## config.mk

```make
export PLATFORM = sky130hd
export DESIGN_NAME = execute_branch_resolver_flat
export DESIGN_NICKNAME = d
export VERILOG_FILES = /design/src/rtl/execute_branch_resolver_if.sv /design/src/rtl/execute_branch_resolver.sv /design/src/flat_wrapper.sv
export SDC_FILE = /design/constraint.sdc
export NUM_CORES = 1
export LEC_CHECK = 0
export CELL_PAD_IN_SITES_DETAIL_PLACEMENT = 1
export CELL_PAD_IN_SITES_GLOBAL_PLACEMENT = 1
export CORE_ASPECT_RATIO = 1.25
export CORE_MARGIN = 8
export CORE_UTILIZATION = 37
export DETAILED_ROUTE_END_ITERATION = 10
export HOLD_SLACK_MARGIN = 0.03
export PLACE_DENSITY = 0.9
export RECOVER_POWER = 50
export SLEW_MARGIN = 20
export SYNTH_ARGS = -nofsm -noshare
export SYNTH_HDL_FRONTEND = slang
export SYNTH_SLANG_ARGS = --single-unit
export TNS_END_PERCENT = 5
```

## constraint.sdc

```tcl
create_clock -name iCLOCK -period 6.3 [get_ports iCLOCK]
set_clock_uncertainty 0.15 [all_clocks]
set_input_delay 0.63 -clock iCLOCK [delete_from_list [all_inputs] [get_ports iCLOCK]]
set_output_delay 0.63 -clock iCLOCK [all_outputs]
set_load 0.02 [all_outputs]
```

## src/rtl/execute_branch_resolver_if.sv

```systemverilog
// Branch-resolve / predictor-update / redirect channel between execute and fetch.
// The resolver takes the master view; the pipeline environment takes the slave view.
interface execute_branch_resolver_if #(
    parameter int CNT_W = 16
);
    logic             iFLUSH;
    logic             iBR_VALID;
    logic [31:0]      iBR_INST_ADDR;
    logic             iBR_PREDICT;
    logic             iBR_HIT;
    logic [31:0]      iBR_PREDICT_ADDR;
    logic             iBR_JUMP;
    logic [31:0]      iBR_TARGET;
    logic             oBUSY;
    logic             oJUMP_STB;
    logic             oJUMP_PREDICT;
    logic             oJUMP_HIT;
    logic             oJUMP_JUMP;
    logic [31:0]      oJUMP_ADDR;
    logic [31:0]      oJUMP_INST_ADDR;
    logic             oFLUSH;
    logic             oREDIRECT_VALID;
    logic [31:0]      oREDIRECT_ADDR;
    logic             iREDIRECT_ACK;
    logic [CNT_W-1:0] oBRANCH_COUNT;
    logic [CNT_W-1:0] oMISS_COUNT;

    modport master (
        input  iFLUSH, iBR_VALID, iBR_INST_ADDR, iBR_PREDICT, iBR_HIT,
               iBR_PREDICT_ADDR, iBR_JUMP, iBR_TARGET, iREDIRECT_ACK,
        output oBUSY, oJUMP_STB, oJUMP_PREDICT, oJUMP_HIT, oJUMP_JUMP,
               oJUMP_ADDR, oJUMP_INST_ADDR, oFLUSH, oREDIRECT_VALID,
               oREDIRECT_ADDR, oBRANCH_COUNT, oMISS_COUNT
    );

    modport slave (
        output iFLUSH, iBR_VALID, iBR_INST_ADDR, iBR_PREDICT, iBR_HIT,
               iBR_PREDICT_ADDR, iBR_JUMP, iBR_TARGET, iREDIRECT_ACK,
        input  oBUSY, oJUMP_STB, oJUMP_PREDICT, oJUMP_HIT, oJUMP_JUMP,
               oJUMP_ADDR, oJUMP_INST_ADDR, oFLUSH, oREDIRECT_VALID,
               oREDIRECT_ADDR, oBRANCH_COUNT, oMISS_COUNT
    );
endinterface

```

## src/rtl/execute_branch_resolver.sv

```systemverilog
// End-of-execute branch resolver: predictor update strobe, mispredict flush/redirect
// sequencing and saturating hit/miss statistics.
module execute_branch_resolver #(
    parameter int CNT_W = 16
) (
    input  logic iCLOCK,
    input  logic inRESET,
    input  logic iRESET_SYNC,
    execute_branch_resolver_if.master bus
);
    typedef enum logic [1:0] {IDLE, FLUSH, REDIRECT} state_t;

    state_t           state_reg;
    logic             jump_stb_reg;
    logic             jump_predict_reg;
    logic             jump_hit_reg;
    logic             jump_jump_reg;
    logic [31:0]      jump_addr_reg;
    logic [31:0]      jump_inst_addr_reg;
    logic             flush_reg;
    logic             redirect_valid_reg;
    logic [31:0]      redirect_addr_reg;
    logic [CNT_W-1:0] branch_count_reg;
    logic [CNT_W-1:0] miss_count_reg;

    logic             accept;
    logic             mispredict;
    logic [31:0]      redirect_addr_next;

    // Anything seen while not IDLE, or alongside an external flush, is wrong-path.
    assign accept = bus.iBR_VALID && (state_reg == IDLE) && !bus.iFLUSH;

    assign mispredict = (bus.iBR_JUMP != bus.iBR_PREDICT) ||
                        (bus.iBR_JUMP && bus.iBR_PREDICT &&
                         (bus.iBR_TARGET != bus.iBR_PREDICT_ADDR));

    assign redirect_addr_next = bus.iBR_JUMP ? bus.iBR_TARGET
                                             : bus.iBR_INST_ADDR + 32'd4;

    always_ff @(posedge iCLOCK or negedge inRESET) begin
        if (!inRESET) begin
            state_reg          <= IDLE;
            jump_stb_reg       <= 1'b0;
            jump_predict_reg   <= 1'b0;
            jump_hit_reg       <= 1'b0;
            jump_jump_reg      <= 1'b0;
            jump_addr_reg      <= '0;
            jump_inst_addr_reg <= '0;
            flush_reg          <= 1'b0;
            redirect_valid_reg <= 1'b0;
            redirect_addr_reg  <= '0;
            branch_count_reg   <= '0;
            miss_count_reg     <= '0;
        end else if (iRESET_SYNC) begin
            state_reg          <= IDLE;
            jump_stb_reg       <= 1'b0;
            jump_predict_reg   <= 1'b0;
            jump_hit_reg       <= 1'b0;
            jump_jump_reg      <= 1'b0;
            jump_addr_reg      <= '0;
            jump_inst_addr_reg <= '0;
            flush_reg          <= 1'b0;
            redirect_valid_reg <= 1'b0;
            redirect_addr_reg  <= '0;
            branch_count_reg   <= '0;
            miss_count_reg     <= '0;
        end else begin
            // Update channel and statistics run independently of the FSM.
            jump_stb_reg <= accept;
            if (accept) begin
                jump_predict_reg   <= bus.iBR_PREDICT;
                jump_hit_reg       <= bus.iBR_HIT;
                jump_jump_reg      <= bus.iBR_JUMP;
                jump_addr_reg      <= bus.iBR_TARGET;
                jump_inst_addr_reg <= bus.iBR_INST_ADDR;
                if (branch_count_reg != {CNT_W{1'b1}})
                    branch_count_reg <= branch_count_reg + 1'b1;
                if (mispredict && (miss_count_reg != {CNT_W{1'b1}}))
                    miss_count_reg <= miss_count_reg + 1'b1;
            end

            if (bus.iFLUSH) begin
                state_reg          <= IDLE;
                flush_reg          <= 1'b0;
                redirect_valid_reg <= 1'b0;
            end else begin
                case (state_reg)
                    IDLE: begin
                        flush_reg          <= 1'b0;
                        redirect_valid_reg <= 1'b0;
                        if (accept && mispredict) begin
                            redirect_addr_reg <= redirect_addr_next;
                            flush_reg         <= 1'b1;
                            state_reg         <= FLUSH;
                        end
                    end
                    FLUSH: begin
                        flush_reg          <= 1'b0;
                        redirect_valid_reg <= 1'b1;
                        state_reg          <= REDIRECT;
                    end
                    REDIRECT: begin
                        if (bus.iREDIRECT_ACK) begin
                            redirect_valid_reg <= 1'b0;
                            state_reg          <= IDLE;
                        end
                    end
                    default: begin
                        flush_reg          <= 1'b0;
                        redirect_valid_reg <= 1'b0;
                        state_reg          <= IDLE;
                    end
                endcase
            end
        end
    end

    assign bus.oBUSY           = (state_reg != IDLE);
    assign bus.oJUMP_STB       = jump_stb_reg;
    assign bus.oJUMP_PREDICT   = jump_predict_reg;
    assign bus.oJUMP_HIT       = jump_hit_reg;
    assign bus.oJUMP_JUMP      = jump_jump_reg;
    assign bus.oJUMP_ADDR      = jump_addr_reg;
    assign bus.oJUMP_INST_ADDR = jump_inst_addr_reg;
    assign bus.oFLUSH          = flush_reg;
    assign bus.oREDIRECT_VALID = redirect_valid_reg;
    assign bus.oREDIRECT_ADDR  = redirect_addr_reg;
    assign bus.oBRANCH_COUNT   = branch_count_reg;
    assign bus.oMISS_COUNT     = miss_count_reg;
endmodule

```

## src/flat_wrapper.sv

```systemverilog
// flat-port wrapper written by rule: the top's interface ports become plain ports
module execute_branch_resolver_flat 
#(
    parameter int CNT_W = 16
)
  (iCLOCK, inRESET, iRESET_SYNC, bus_iFLUSH, bus_iBR_VALID, bus_iBR_INST_ADDR, bus_iBR_PREDICT, bus_iBR_HIT, bus_iBR_PREDICT_ADDR, bus_iBR_JUMP, bus_iBR_TARGET, bus_iREDIRECT_ACK, bus_oBUSY, bus_oJUMP_STB, bus_oJUMP_PREDICT, bus_oJUMP_HIT, bus_oJUMP_JUMP, bus_oJUMP_ADDR, bus_oJUMP_INST_ADDR, bus_oFLUSH, bus_oREDIRECT_VALID, bus_oREDIRECT_ADDR, bus_oBRANCH_COUNT, bus_oMISS_COUNT);
  execute_branch_resolver_if #(.CNT_W(CNT_W)) bus_i ();
  input  logic iCLOCK;
  input  logic inRESET;
  input  logic iRESET_SYNC;
  input wire logic [$bits(bus_i.iFLUSH)-1:0] bus_iFLUSH;
  input wire logic [$bits(bus_i.iBR_VALID)-1:0] bus_iBR_VALID;
  input wire logic [$bits(bus_i.iBR_INST_ADDR)-1:0] bus_iBR_INST_ADDR;
  input wire logic [$bits(bus_i.iBR_PREDICT)-1:0] bus_iBR_PREDICT;
  input wire logic [$bits(bus_i.iBR_HIT)-1:0] bus_iBR_HIT;
  input wire logic [$bits(bus_i.iBR_PREDICT_ADDR)-1:0] bus_iBR_PREDICT_ADDR;
  input wire logic [$bits(bus_i.iBR_JUMP)-1:0] bus_iBR_JUMP;
  input wire logic [$bits(bus_i.iBR_TARGET)-1:0] bus_iBR_TARGET;
  input wire logic [$bits(bus_i.iREDIRECT_ACK)-1:0] bus_iREDIRECT_ACK;
  output wire logic [$bits(bus_i.oBUSY)-1:0] bus_oBUSY;
  output wire logic [$bits(bus_i.oJUMP_STB)-1:0] bus_oJUMP_STB;
  output wire logic [$bits(bus_i.oJUMP_PREDICT)-1:0] bus_oJUMP_PREDICT;
  output wire logic [$bits(bus_i.oJUMP_HIT)-1:0] bus_oJUMP_HIT;
  output wire logic [$bits(bus_i.oJUMP_JUMP)-1:0] bus_oJUMP_JUMP;
  output wire logic [$bits(bus_i.oJUMP_ADDR)-1:0] bus_oJUMP_ADDR;
  output wire logic [$bits(bus_i.oJUMP_INST_ADDR)-1:0] bus_oJUMP_INST_ADDR;
  output wire logic [$bits(bus_i.oFLUSH)-1:0] bus_oFLUSH;
  output wire logic [$bits(bus_i.oREDIRECT_VALID)-1:0] bus_oREDIRECT_VALID;
  output wire logic [$bits(bus_i.oREDIRECT_ADDR)-1:0] bus_oREDIRECT_ADDR;
  output wire logic [$bits(bus_i.oBRANCH_COUNT)-1:0] bus_oBRANCH_COUNT;
  output wire logic [$bits(bus_i.oMISS_COUNT)-1:0] bus_oMISS_COUNT;
  assign bus_i.iFLUSH = bus_iFLUSH;
  assign bus_i.iBR_VALID = bus_iBR_VALID;
  assign bus_i.iBR_INST_ADDR = bus_iBR_INST_ADDR;
  assign bus_i.iBR_PREDICT = bus_iBR_PREDICT;
  assign bus_i.iBR_HIT = bus_iBR_HIT;
  assign bus_i.iBR_PREDICT_ADDR = bus_iBR_PREDICT_ADDR;
  assign bus_i.iBR_JUMP = bus_iBR_JUMP;
  assign bus_i.iBR_TARGET = bus_iBR_TARGET;
  assign bus_i.iREDIRECT_ACK = bus_iREDIRECT_ACK;
  assign bus_oBUSY = bus_i.oBUSY;
  assign bus_oJUMP_STB = bus_i.oJUMP_STB;
  assign bus_oJUMP_PREDICT = bus_i.oJUMP_PREDICT;
  assign bus_oJUMP_HIT = bus_i.oJUMP_HIT;
  assign bus_oJUMP_JUMP = bus_i.oJUMP_JUMP;
  assign bus_oJUMP_ADDR = bus_i.oJUMP_ADDR;
  assign bus_oJUMP_INST_ADDR = bus_i.oJUMP_INST_ADDR;
  assign bus_oFLUSH = bus_i.oFLUSH;
  assign bus_oREDIRECT_VALID = bus_i.oREDIRECT_VALID;
  assign bus_oREDIRECT_ADDR = bus_i.oREDIRECT_ADDR;
  assign bus_oBRANCH_COUNT = bus_i.oBRANCH_COUNT;
  assign bus_oMISS_COUNT = bus_i.oMISS_COUNT;
  execute_branch_resolver #(.CNT_W(CNT_W)) u_core (.iCLOCK(iCLOCK), .inRESET(inRESET), .iRESET_SYNC(iRESET_SYNC), .bus(bus_i));
endmodule
```

# Yosys cells after proc, flatten, opt, wreduce, memory -nomap -nowiden
# Cells that the tools add are included.
[classes] n_eq_ne=10 mux=35 n_reduce_logical=19 addsub=3
[ops] operator="2-to-1 mux 32 bit" n=9
[ops] operator="2-to-1 mux 16 bit" n=6
[ops] operator="adder 16 x 1 -> 16 bit (second input constant)" n=2
[ops] operator="adder 32 x 3 -> 32 bit (second input constant)" n=1
[ops] operator="!= test 16 bit (second input constant)" n=2
[ops] operator="!= test 32 bit" n=1
[ops] operator="2-to-1 mux 1 bit" n=13
[ops] operator="nonzero test 2 bit" n=6
[ops] operator="2-to-1 mux 2 bit" n=4
[ops] operator="!= test 4 bit (second input constant)" n=2
[ops] operator="logical AND 1 bit" n=6
[ops] operator="case mux 2 bit (3 select lines)" n=1
[ops] operator="AND reduction 2 bit" n=3
[ops] operator="case mux 1 bit (2 select lines)" n=2
[ops] operator="!= test 3 bit (second input constant)" n=1
[ops] operator="AND reduction 3 bit" n=1
[ops] operator="== test 2 x 1 -> 1 bit (second input constant)" n=1
[ops] operator="== test 2 bit (second input constant)" n=1
[ops] operator="zero test 2 bit" n=1
[ops] operator="!= test 2 bit (second input constant)" n=1
[ops] operator="zero test 1 bit" n=1
[ops] operator="logical OR 1 bit" n=1
[ops] operator="!= test 1 bit" n=1
[word_totals] register_bits=136 word_cells=79 output_inout_bits=135 inputBits=105

# Longest topological paths before layout
# Gate-level depths: netlist of the first run.
[depth] depth_word=8 mapped_depth=8 ltp_nobuf=6

# Worst setup path after synthesis of the first run
# No wires, ideal clock.
[synth_path] path_kind="input to register" from="in bus_iBR_PREDICT_ADDR[31]" to="reg u_core.miss_count_reg[0] (netlist: u_core.bus.oMISS_COUNT[0])" path_stages=7 setup_ns=0.128 arrival_time_ns=2.033 t_required_ns=6.022 slack_ns=3.989 path_buffers=1 cell_sequence="xor2_1 nor4_1 nand4_1 o31ai_2 buf_4 nor2_1 mux2_1"
[synth_via] elab_chain_len=6
[synth_rtl] element="from (decl)" line_no="flat_wrapper.sv:16" rtl="input wire logic [$bits(bus_i.iBR_PREDICT_ADDR)-1:0] bus_iBR_PREDICT_ADDR;"
[synth_rtl] element="!= test 32 bit" line_no="execute_branch_resolver.sv:35" rtl="(bus.iBR_TARGET != bus.iBR_PREDICT_ADDR));"
[synth_rtl] element="logical AND 1 bit" line_no="execute_branch_resolver.sv:34" rtl="(bus.iBR_JUMP && bus.iBR_PREDICT &&"
[synth_rtl] element="logical OR 1 bit" line_no="execute_branch_resolver.sv:33" rtl="assign mispredict = (bus.iBR_JUMP != bus.iBR_PREDICT) ||"
[synth_rtl] element="logical AND 1 bit" line_no="execute_branch_resolver.sv:78" rtl="if (mispredict && (miss_count_reg != {CNT_W{1'b1}}))"
[synth_rtl] element="nonzero test 2 bit (no source line)"
[synth_rtl] element="AND reduction 2 bit (no source line)"
[synth_rtl] element="to (signal assigned)" line_no="execute_branch_resolver.sv:79" rtl="miss_count_reg <= miss_count_reg + 1'b1;"
[synth_rtl] element="to (decl)" line_no="execute_branch_resolver.sv:24" rtl="logic [CNT_W-1:0] miss_count_reg;"
# No other way between the ends.
# A chain may end at the register's enable or synchronous reset.

# Worst setup path in the final report of the first run
[layout_path] from="in iRESET_SYNC" to="reg u_core.redirect_addr_reg[4] (netlist: u_core.bus.oREDIRECT_ADDR[4])"
[layout_via] elab_chain_len=2 elab_cells_between_ends=5 cone_classes="eq/ne: 1; mux: 1; reduce/logical: 3"
[layout_rtl] element="from (decl)" line_no="flat_wrapper.sv:10" rtl="input logic iRESET_SYNC;"
[layout_rtl] element="!= test 2 bit (no source line) or nonzero test 2 bit (tied branches)"
[layout_rtl] element="AND reduction 3 bit (no source line)"
[layout_rtl] element="to (signal assigned)" line_no="execute_branch_resolver.sv:92" rtl="redirect_addr_reg <= redirect_addr_next;"
[layout_rtl] element="to (decl)" line_no="execute_branch_resolver.sv:22" rtl="logic [31:0] redirect_addr_reg;"
# Parallel ways exist; a longest one is shown, timed or not.

==> impl_results.md, run 1 <==
* Status: finished, violations left
* Violated checks: capacitance limit, slew limit
* Post-DP HPWL at 19300 um
* Met1 usage at 0.250
* Clk_lat worst skew at 0.43 ns
* Initial core utilization at 0.375
* Core footprint at 0.0180 mm2
* Worst min path class: reg2reg
* Syn Area/Cell at 10.8 um2
* Crit Path Class: in2reg
* Number of remaining DRC errors at 0
* Slowest CP cell: o21ai_4
* H-Tree Depth at 4
* Syn Std Cell Area at 0.00673 mm2
* First DRT Iteration DRCs at 249
* Layout area overhead at 46.9%
* I/O pins at 240
* Largest net degree at the start of global routing at 77
* Final hold vios at 0
* Initial antenna violation count at 1
* Clock sink count at 136
* Post-cts resize count at 0
* #FFs+latches synth at 136
* Number of detailed-route iterations in the first pass at 4
* CTS Hold Bufs at 0
* WL per Instance at 24.4 um
* Clock share of power at 0.456
* Detail Route Antenna Nets at 0
* Relative slew slack at -1.27
* Critical path cell sequence: dlygate4sd3_1 > clkbuf_1 > nor4b_4 > buf_4 > nand2_1 > o21ai_4 > a22o_1
* Power Internal at 1.77 mW
* Number of diodes at 0
* Fin crit period at 4.33 ns
* Die ar. at 0.0228 mm2
* Max incr delay on CP at 0.81 ns
* EDFF count, synth at 0
* Syn nets at 733
* Most numerous cell in the Yosys netlist: dfrtp_1
* Placed inst area at 0.00925 mm2
* Global-route wire length before repair at 40500 um
* Reg power frac at 0.390
* Fin Setup TNS at 0 ns
* Top post-synthesis cells by count: 136 x dfrtp_1, 99 x a22o_1, 65 x xor2_1
* Worst-margin pin slew at 3.40 ns
* Synth Warn # at 0
* Synth top area share at 0.506
* Final Setup Violations at 0
* Maxcap violations at 2
* VDD IR-drop max at 136 uV
* Crit-path max FO at 71
* CP startpoint kind: primary input
* RSZ-0062 raised after global routing: no
* Post-CTS setup repair buffer count at 0
* GRT met3 Usage at 0.0707
* Root buffer cell: clkbuf_16
* Crit end category: flip-flop
* Dominant cell type by area after synthesis: dfrtp_1
* Met2 Use GR at 0.407
* IO Port Bufs at 239
* Design Area, Final at 0.00988 mm2
* CP arrival at 4.53 ns
* Die height at 167 um
* Sequential-to-total area share from yosys stat at 0.506
* Routed vias at 6189
* Number of CTS-inserted buffers at 17
* Static Leak at 4.30 nW
* Busiest metal layer after global routing: met2
* Comb power frac at 0.155
* DR vias/cell at 5.70
* GR Util All Layers at 0.232
* P_sw at 0.627 mW
* Clock transition at path regs at 0.06 ns
* Vias in the first global route at 6932
* Core Rows at 55
* Critical Path RT at 6.50 ns
* Crit share post-route at 0.687
* Final slew viol count at 103
* Post-Syn Instances at 624
* TritonCTS clock tree: yes
* Switching Fraction at 0.262
* Area contributors post-synth: dfrtp_1 51%, a22o_1 13%, xor2_1 8.5%
* Routed wire length at 26400 um
* Gr ovfl total at 0
* Max Clk Rate at 231 MHz
* Fin nets at 953
* Ys flop type: dfrtp_1
* GP Congestion at 0.814
* Die W at 137 um
* Power per standard cell area at 242 mW/mm2
* Yosys cell types at 52
* Clk buf depth at 2
* Layout cells sized above 1 at 0.0630
* Asr flop ratio synth at 1.00
[metal layers]
| metal | vias up | routed length [um] | part of all wire |
|---|---|---|---|
| met5 | - | 9 | 0.00034 |
| met4 | 2 | 908 | 0.034 |
| met3 | 47 | 1800 | 0.068 |
| met2 | 212 | 13800 | 0.52 |
| met1 | 3172 | 9870 | 0.37 |
| li1 | 2756 | - | - |
[worst max-delay path: cells and delay by family]
family,cells,cell delay (ns)
and+or+nand+nor,2,0.71
AOI/OAI and AO/OA,2,1.08
buffers and inverters,3,1.99
[kinds of logic (layout without fill, tap and decap cells)]
kind of cell	count (synthesis)	in the layout	share of synthesized area
AO/OA/AOI/OAI	172	172	0.193
XOR/XNOR	72	72	0.0937
adder cells (fa/ha/maj)	4	4	0.00744
buffers and inverters	48	281	0.0340
flip-flops	136	136	0.506
multiplexers	6	6	0.00985
AND/OR/NAND/NOR	186	186	0.156
[area by class of cell]
type	count	area, um2
Clock buffer	21	470
Fill cell	1868	8080
Multi-Input combinational cell	440	3120
Clock inverter	11	170
Sequential cell	136	3400
Timing Repair Buffer	244	2410
Inverter	5	18.8
Tap cell	228	285
[final timing paths]
| path | slack, ns | depth (start not counted) | to | start |
|---|---|---|---|---|
| setup / recovery | 1.97 | 7 | u_core.bus.oREDIRECT_ADDR[4] | iRESET_SYNC |
| hold / removal | 0.32 | 1 | u_core.bus.oFLUSH | u_core.bus.oFLUSH |
| setup reg to reg | 3.01 | 6 | u_core.bus.oREDIRECT_ADDR[4] | u_core.state_reg[0] |
| hold reg to reg | 0.32 | 1 | u_core.bus.oFLUSH | u_core.bus.oFLUSH |
| max in group asynchronous | 2.42 | 2 | u_core.bus.oJUMP_ADDR[5] | inRESET |
| min in group asynchronous | 1.19 | 1 | u_core.bus.oBRANCH_COUNT[9] | inRESET |
[metrics by stage]
step	worst slack (ns)	utilization	hold slack, ns	cells	total power, mW
after floorplan	3.99	-	0.184	624	1.10
after global placement	2.06	0.515	0.307	1053	1.32
after detailed placement	1.88	0.515	0.319	1053	1.33
after CTS	2.34	0.551	0.0412	1085	2.43
after global routing	1.76	0.550	0.361	1085	2.48
final	1.97	0.550	0.321	1085	2.40
[power groups by stage]
stage	Combinational (mW)	Clock, mW	Sequential (mW)
6_report	0.370	1.09	0.934
5_1_grt	0.395	1.15	0.937
4_1_cts	0.384	1.11	0.935
3_5_place_dp	0.382	0	0.948
3_3_place_gp	0.371	0	0.947
2_1_floorplan	0.110	0	0.989
[cells in the final DEF, fill, tap and decap left out, drive strengths merged, types with 5 or more instances in the layout]
cell type and count:
or3 10, clkdlybuf4s50 171, inv 5, or4 5, xnor2 7, xor2 65
buf 5, dlygate4sd3 66, nor3 6, a22o 99, mux2 5, nand2 46
a21oi 16, o21ai 39, nor4 10, nor2 22, clkbuf 23, and3 10
nand4 24, nand3 25, dfrtp 136, and4 12, o31ai 6
No activity file was read; power rests on OpenSTA's default activity.
==> run 2, diff against run 1 <==
--- a/config.mk
+++ b/config.mk
@@ -9,10 +9,10 @@
 export CELL_PAD_IN_SITES_GLOBAL_PLACEMENT = 1
 export CORE_ASPECT_RATIO = 1.25
 export CORE_MARGIN = 8
-export CORE_UTILIZATION = 37
+export CORE_UTILIZATION = 34
 export DETAILED_ROUTE_END_ITERATION = 10
 export HOLD_SLACK_MARGIN = 0.03
-export PLACE_DENSITY = 0.9
+export PLACE_DENSITY = 0.84
 export RECOVER_POWER = 50
 export SLEW_MARGIN = 20
 export SYNTH_ARGS = -nofsm -noshare
==> constraint.sdc (replaced) <==
create_clock -name iCLOCK -period 4.11 [get_ports iCLOCK]
set_clock_uncertainty 0.15 [all_clocks]
set_input_delay 0.411 -clock iCLOCK [delete_from_list [all_inputs] [get_ports iCLOCK]]
set_output_delay 0.411 -clock iCLOCK [all_outputs]
set_load 0.02 [all_outputs]
==> impl_results.md, run 2 (synthesis gave the netlist of run 1 again) <==
* Crit share post-route at 0.765
* H-Tree Depth at 4 (unchanged)
* Final hold vios at 0 (unchanged)
* P_sw at 0.943 mW (+50%)
* Fin crit period at 3.15 ns
* Worst setup slack after placement at 0.478 ns (-1.40 ns)
* Static Leak at 4.26 nW (-0.82%)
* Number of remaining DRC errors at 0 (unchanged)
* GR Util All Layers at 0.212 (-0.0204)
* Crit Path Class: in2reg
* VDD IR-drop max at 253 uV (+86%)
* Critical Path RT at 4.30 ns (-2.20 ns)
* Post-DP HPWL at 19300 um (-0.17%)
* Comb power frac at 0.158 (+0.003)
* Global-route wire length before repair at 40000 um (-1.3%)
* Fin nets at 961 (+0.84%)
* IO Port Bufs at 239 (unchanged)
* Multi-input combinational cell area at 0.00310 mm2 (-0.48%)
* Switching Fraction at 0.263 (+0.00122)
* Leading cell type in the layout, fill and taps excluded: clkdlybuf4s50_1
* Clock share of power at 0.443 (-0.013)
* Fill count at 2113 (+13%)
* Root buffer cell: clkbuf_16
* Fin Setup TNS at 0 ns (unchanged)
* Core footprint at 0.0194 mm2 (+8.0%)
* Die height at 173 um (+3.9%)
* Violated checks: capacitance limit, slew limit
* Final Setup Violations at 0 (unchanged)
* Routed vias at 6095 (-1.5%)
* WL per Instance at 22.7 um (-6.6%)
* Status: finished, violations left
* Register Area at 0.00340 mm2 (unchanged)
* Fin worst setup slack at 0.964 ns (-1.00 ns)
* RSZ-0062 raised after global routing: no
* Final slew viol count at 84 (-18%)
* CP startpoint kind: primary input
* Vias in the first global route at 6639 (-4.2%)
* Routed wire length at 25700 um (-2.6%)
* CP arrival at 3.34 ns (-1.19 ns)
* Most frequent cells in the layout: 189 x clkdlybuf4s50_1, 136 x dfrtp_1, 99 x a22o_1, 65 x xor2_1, 49 x dlygate4sd3_1
* Number of detailed-route iterations in the first pass at 4 (unchanged)
* Clock sink count at 136 (unchanged)
* Core Rows at 57 (+3.6%)
* Clock transition at path regs at 0.06 ns (about the same)
* DR vias/cell at 5.39 (-5.5%)
* Gr ovfl total at 0 (unchanged)
* Relative slew slack at -0.443 (+0.826)
* Finished Core Util at 0.512 (-0.0377)
* Initial antenna violation count at 2 (+1)
* Power Internal at 2.64 mW (+49%)
* First DRT Iteration DRCs at 210 (-16%)
* GP Congestion at 0.818 (+0.55%)
* TritonCTS clock tree: yes
* Die W at 142 um (+3.8%)
* Crit-path max FO at 32 (-55%)
* Number of CTS-inserted buffers at 17 (unchanged)
* Worst min path class: reg2reg
* Maxcap violations at 1 (-1)
* Crit end category: flip-flop
* Layout cells sized above 1 at 0.0694 (+0.00635)
* Clk_lat worst skew at 0.41 ns (-0.02 ns)
* Clk buf depth at 2 (unchanged)
* Hold WS at 0.346 ns (+0.0247 ns)
* Die ar. at 0.0246 mm2 (+7.9%)
* Initial core utilization at 0.347 (-0.0278)
* Detail Route Antenna Nets at 0 (unchanged)
* Largest net degree at the start of global routing at 84 (+9.1%)
* Layout area overhead at 47.7%
* Max Clk Rate at 318 MHz
* Reg power frac at 0.399 (+0.009)
* I/O pins at 240 (unchanged)
* Power per standard cell area at 361 mW/mm2 (+49%)
* Worst-margin pin slew at 2.16 ns (-1.24 ns)
run 2: stage by stage:
| stage | cells | total power, mW | area [um2] |
|---|---|---|---|
| floorplan | 624 | 1.69 | 6730 |
| global placement | 1097 | 2.03 | 9350 |
| detailed placement | 1097 | 2.04 | 9350 |
| CTS | 1130 | 3.64 | 9970 |
| global route | 1131 | 3.73 | 9940 |
| finish | 1131 | 3.58 | 9940 |
run 2: power by group through the flow:
stage	Sequential (mW)	Clock, mW	Combinational (mW)
2_1_floorplan	1.52	0	0.169
3_3_place_gp	1.45	0	0.577
3_5_place_dp	1.45	0	0.587
4_1_cts	1.43	1.62	0.589
5_1_grt	1.44	1.68	0.608
6_report	1.43	1.59	0.565
run 2: worst max-delay path: stages:
cell	delay [ns]
clkdlybuf4s50_1	0.57
xor2_1	0.23
nor4_1	0.51
buf_4	0.20
nand4_1	0.20
o31ai_2	0.27
buf_4	0.21
nor2b_4	0.14
buf_4	0.37
a22o_1	0.21
run 2: final cells by class:
cell class	instances	area share
flip-flops and latches	136	0.342
multi-input cells	440	0.312
repair buffers	252	0.249
clock buffers	21	0.0463
well taps	265	0.0334
clock inverters	11	0.0147
inverters	5	0.00189
diodes	1	0.000252
run 2: path summary, 6_finish.rpt:
check                                               start                        endpoint  slack, ns  cells past startpoint
max                                    bus_iBR_TARGET[29]   u_core.bus.oREDIRECT_ADDR[19]       0.96                     10
min reg2reg                u_core.bus.oJUMP_INST_ADDR[16]  u_core.bus.oJUMP_INST_ADDR[16]       0.35                      1
min in group asynchronous                         inRESET     u_core.bus.oBRANCH_COUNT[9]       1.00                      2
max reg2reg                           u_core.state_reg[0]   u_core.bus.oREDIRECT_ADDR[30]       1.41                      5
min                        u_core.bus.oJUMP_INST_ADDR[16]  u_core.bus.oJUMP_INST_ADDR[16]       0.35                      1
max in group asynchronous                         inRESET   u_core.bus.oREDIRECT_ADDR[22]       1.02                      3
run 2: per-layer routing:
metal  up-vias  global-route usage  part of all wire  wire length (um)
met1      3104               0.240              0.39             10100
met2       180               0.369              0.52             13300
li1       2777                   -                 -                 -
met5         -                   0           0.00070                18
met3        32              0.0631             0.068              1760
met4         2              0.0722             0.020               505
run 2: timing repair:
action                                 in CTS  in global routing
setup buffers                               0                  0
hold buffers                                1                  0
resized for setup                           0                  0
endpoints found under the hold margin      81                  0
==> run 3, diff against run 2 <==
==> constraint.sdc (replaced) <==
create_clock -name iCLOCK -period 3 [get_ports iCLOCK]
set_clock_uncertainty 0.15 [all_clocks]
set_input_delay 0.3 -clock iCLOCK [delete_from_list [all_inputs] [get_ports iCLOCK]]
set_output_delay 0.3 -clock iCLOCK [all_outputs]
set_load 0.02 [all_outputs]
==> impl_results.md, run 3 (synthesis gave the netlist of run 1 again) <==
* Fin crit period at 2.56 ns
* Post-DP HPWL at 19600 um (+1.6%)
* Die W at 142 um (unchanged)
* Clk_lat worst skew at 0.42 ns (about the same)
* Number of CTS-inserted buffers at 17 (unchanged)
* Max Clk Rate at 390 MHz
* Routed wire length at 26100 um (+1.4%)
* Final hold vios at 0 (unchanged)
* Number of remaining DRC errors at 0 (unchanged)
* TritonCTS clock tree: yes
* Core footprint at 0.0194 mm2 (unchanged)
* DR vias/cell at 5.35 (-0.80%)
* Root buffer cell: clkbuf_16
* First DRT Iteration DRCs at 272 (+30%)
* Number of detailed-route iterations in the first pass at 4 (unchanged)
* Maxcap violations at 1 (unchanged)
* H-Tree Depth at 4 (unchanged)
* Crit Path Class: in2reg
* Static Leak at 4.44 nW (+4.1%)
* Vias in the first global route at 6971 (+5.0%)
* Relative slew slack at -0.376 (+0.0668)
* Multi-input combinational cell area at 0.00312 mm2 (+0.48%)
* CP arrival at 2.65 ns (-0.69 ns)
* Crit share post-route at 0.855
* Global-route wire length before repair at 41000 um (+2.6%)
* WL per Instance at 22.7 um (-0.23%)
* Register Area at 0.00340 mm2 (unchanged)
* Violated checks: capacitance limit, slew limit
* Layout area overhead at 51.2%
* Power per standard cell area at 484 mW/mm2 (+34%)
* Power, Total at 4.92 mW (+37%)
* Crit-path max FO at 9 (-72%)
* Clock sink count at 136 (unchanged)
* CTS Hold Bufs at 1 (unchanged)
* Status: finished, violations left
* Layout cells sized above 1 at 0.0915 (+0.0222)
* Clock transition at path regs at 0.06 ns (about the same)
* Crit end category: flip-flop
* Initial antenna violation count at 0 (-2)
* Die height at 173 um (unchanged)
* VDD IR-drop max at 369 uV (+46%)
* Number of diodes at 0 (-1)
* Leading cell type in the layout, fill and taps excluded: clkdlybuf4s50_1
* I/O pins at 240 (unchanged)
* Most frequent cells in the layout: 172 x clkdlybuf4s50_1, 136 x dfrtp_1, 99 x a22o_1, 66 x dlygate4sd3_1, 65 x xor2_1
* CP startpoint kind: primary input
* RSZ-0062 raised after global routing: no
* Final slew viol count at 78 (-7.1%)
* Gr ovfl total at 0 (unchanged)
* Die ar. at 0.0246 mm2 (unchanged)
* Fill count at 2107 (-0.28%)
* Worst min path class: reg2reg
* Hold WS at 0.327 ns (-0.0187 ns)
* Core Rows at 57 (unchanged)
* Final Setup Violations at 0 (unchanged)
* Finished Core Util at 0.525 (+0.0121)
* Design Area, Final at 0.0102 mm2 (+2.4%)
* Post-CTS setup repair buffer count at 0 (unchanged)
* Post-cts resize count at 0 (unchanged)
* Critical Path RT at 3.09 ns (-1.21 ns)
* HP Start: u_core.bus.oFLUSH
* Initial core utilization at 0.347 (unchanged)
* Fin Setup TNS at 0 ns (unchanged)
* Placed inst area at 0.00958 mm2 (+2.4%)
* Fin nets at 981 (+2.1%)
* IO Port Bufs at 239 (unchanged)
* GR Util All Layers at 0.216 (+0.00440)
* Largest net degree at the start of global routing at 79 (-6.0%)
* Routed vias at 6148 (+0.87%)
* Clk buf depth at 2 (unchanged)
* GP Congestion at 0.798 (-2.5%)
* Reg2Reg Launch Point: u_core.state_reg[0]
* Worst-margin pin slew at 2.06 ns (-0.100 ns)
* Detail Route Antenna Nets at 0 (unchanged)
* Setup crit start: bus_iBR_TARGET[29]
==> run 3: cell count changes in the layout (fill, tap and decap cells not counted), sizes merged <==
cell           previous run  this run
dlygate4sd3              49        66
clkinvlp                  2         4
inv                       6         7
clkdlybuf4s50           189       172
buf                      10        31
clkbuf                   25        21
diode                     1         0
==> run 3: path summary, 6_finish.rpt <==
path                                              end  slack [ns]  cells past startpoint
min reg2reg                         u_core.bus.oFLUSH        0.33                      1
min                                 u_core.bus.oFLUSH        0.33                      1
max reg2reg                u_core.bus.oMISS_COUNT[13]        0.63                      7
max                        u_core.bus.oMISS_COUNT[13]        0.44                     10
max in group asynchronous   u_core.bus.oJUMP_ADDR[27]        0.60                      3
min in group asynchronous        u_core.bus.oJUMP_HIT        0.87                      2
==> run 3: area by class of cell <==
class                   count  share of cell area
repair buffers            272               0.265
multi-input cells         440               0.307
clock inverters            14              0.0171
clock buffers              18              0.0422
well taps                 265              0.0326
flip-flops and latches    136               0.334
inverters                   5             0.00184
==> run 3: per-layer routing <==
metal / routed length (um) / global-route usage / up-vias
met5: 0 / 0 / -
met4: 781 / 0.0794 / 0
met3: 1670 / 0.0656 / 36
met2: 13600 / 0.384 / 185
met1: 10100 / 0.236 / 3114
li1: - / - / 2813
==> run 3: stage by stage <==
| step | cells | setup slack [ns] |
|---|---|---|
| 6_report | 1150 | 0.436 |
| 5_1_grt | 1150 | 0.192 |
| 4_1_cts | 1150 | 0.468 |
| 3_5_place_dp | 1117 | 0.0281 |
| 3_3_place_gp | 1117 | 0.0586 |
| 2_1_floorplan | 624 | 0.832 |
==> run 3: power by group <==
part	internal (mW)	leakage (nW)	switching, mW
combinational	0.377	2.29	0.434
sequential	1.91	1.86	0.0500
clock	1.31	0.283	0.840
total	3.60	4.44	1.32
==> run 3: worst max-delay path: stages <==
cell	delay, ns
clkdlybuf4s50_1	0.56
xor2_1	0.23
nor4_1	0.36
buf_4	0.19
nand4_1	0.17
o31ai_2	0.32
buf_4	0.17
buf_4	0.15
or4_1	0.13
a21oi_1	0.07
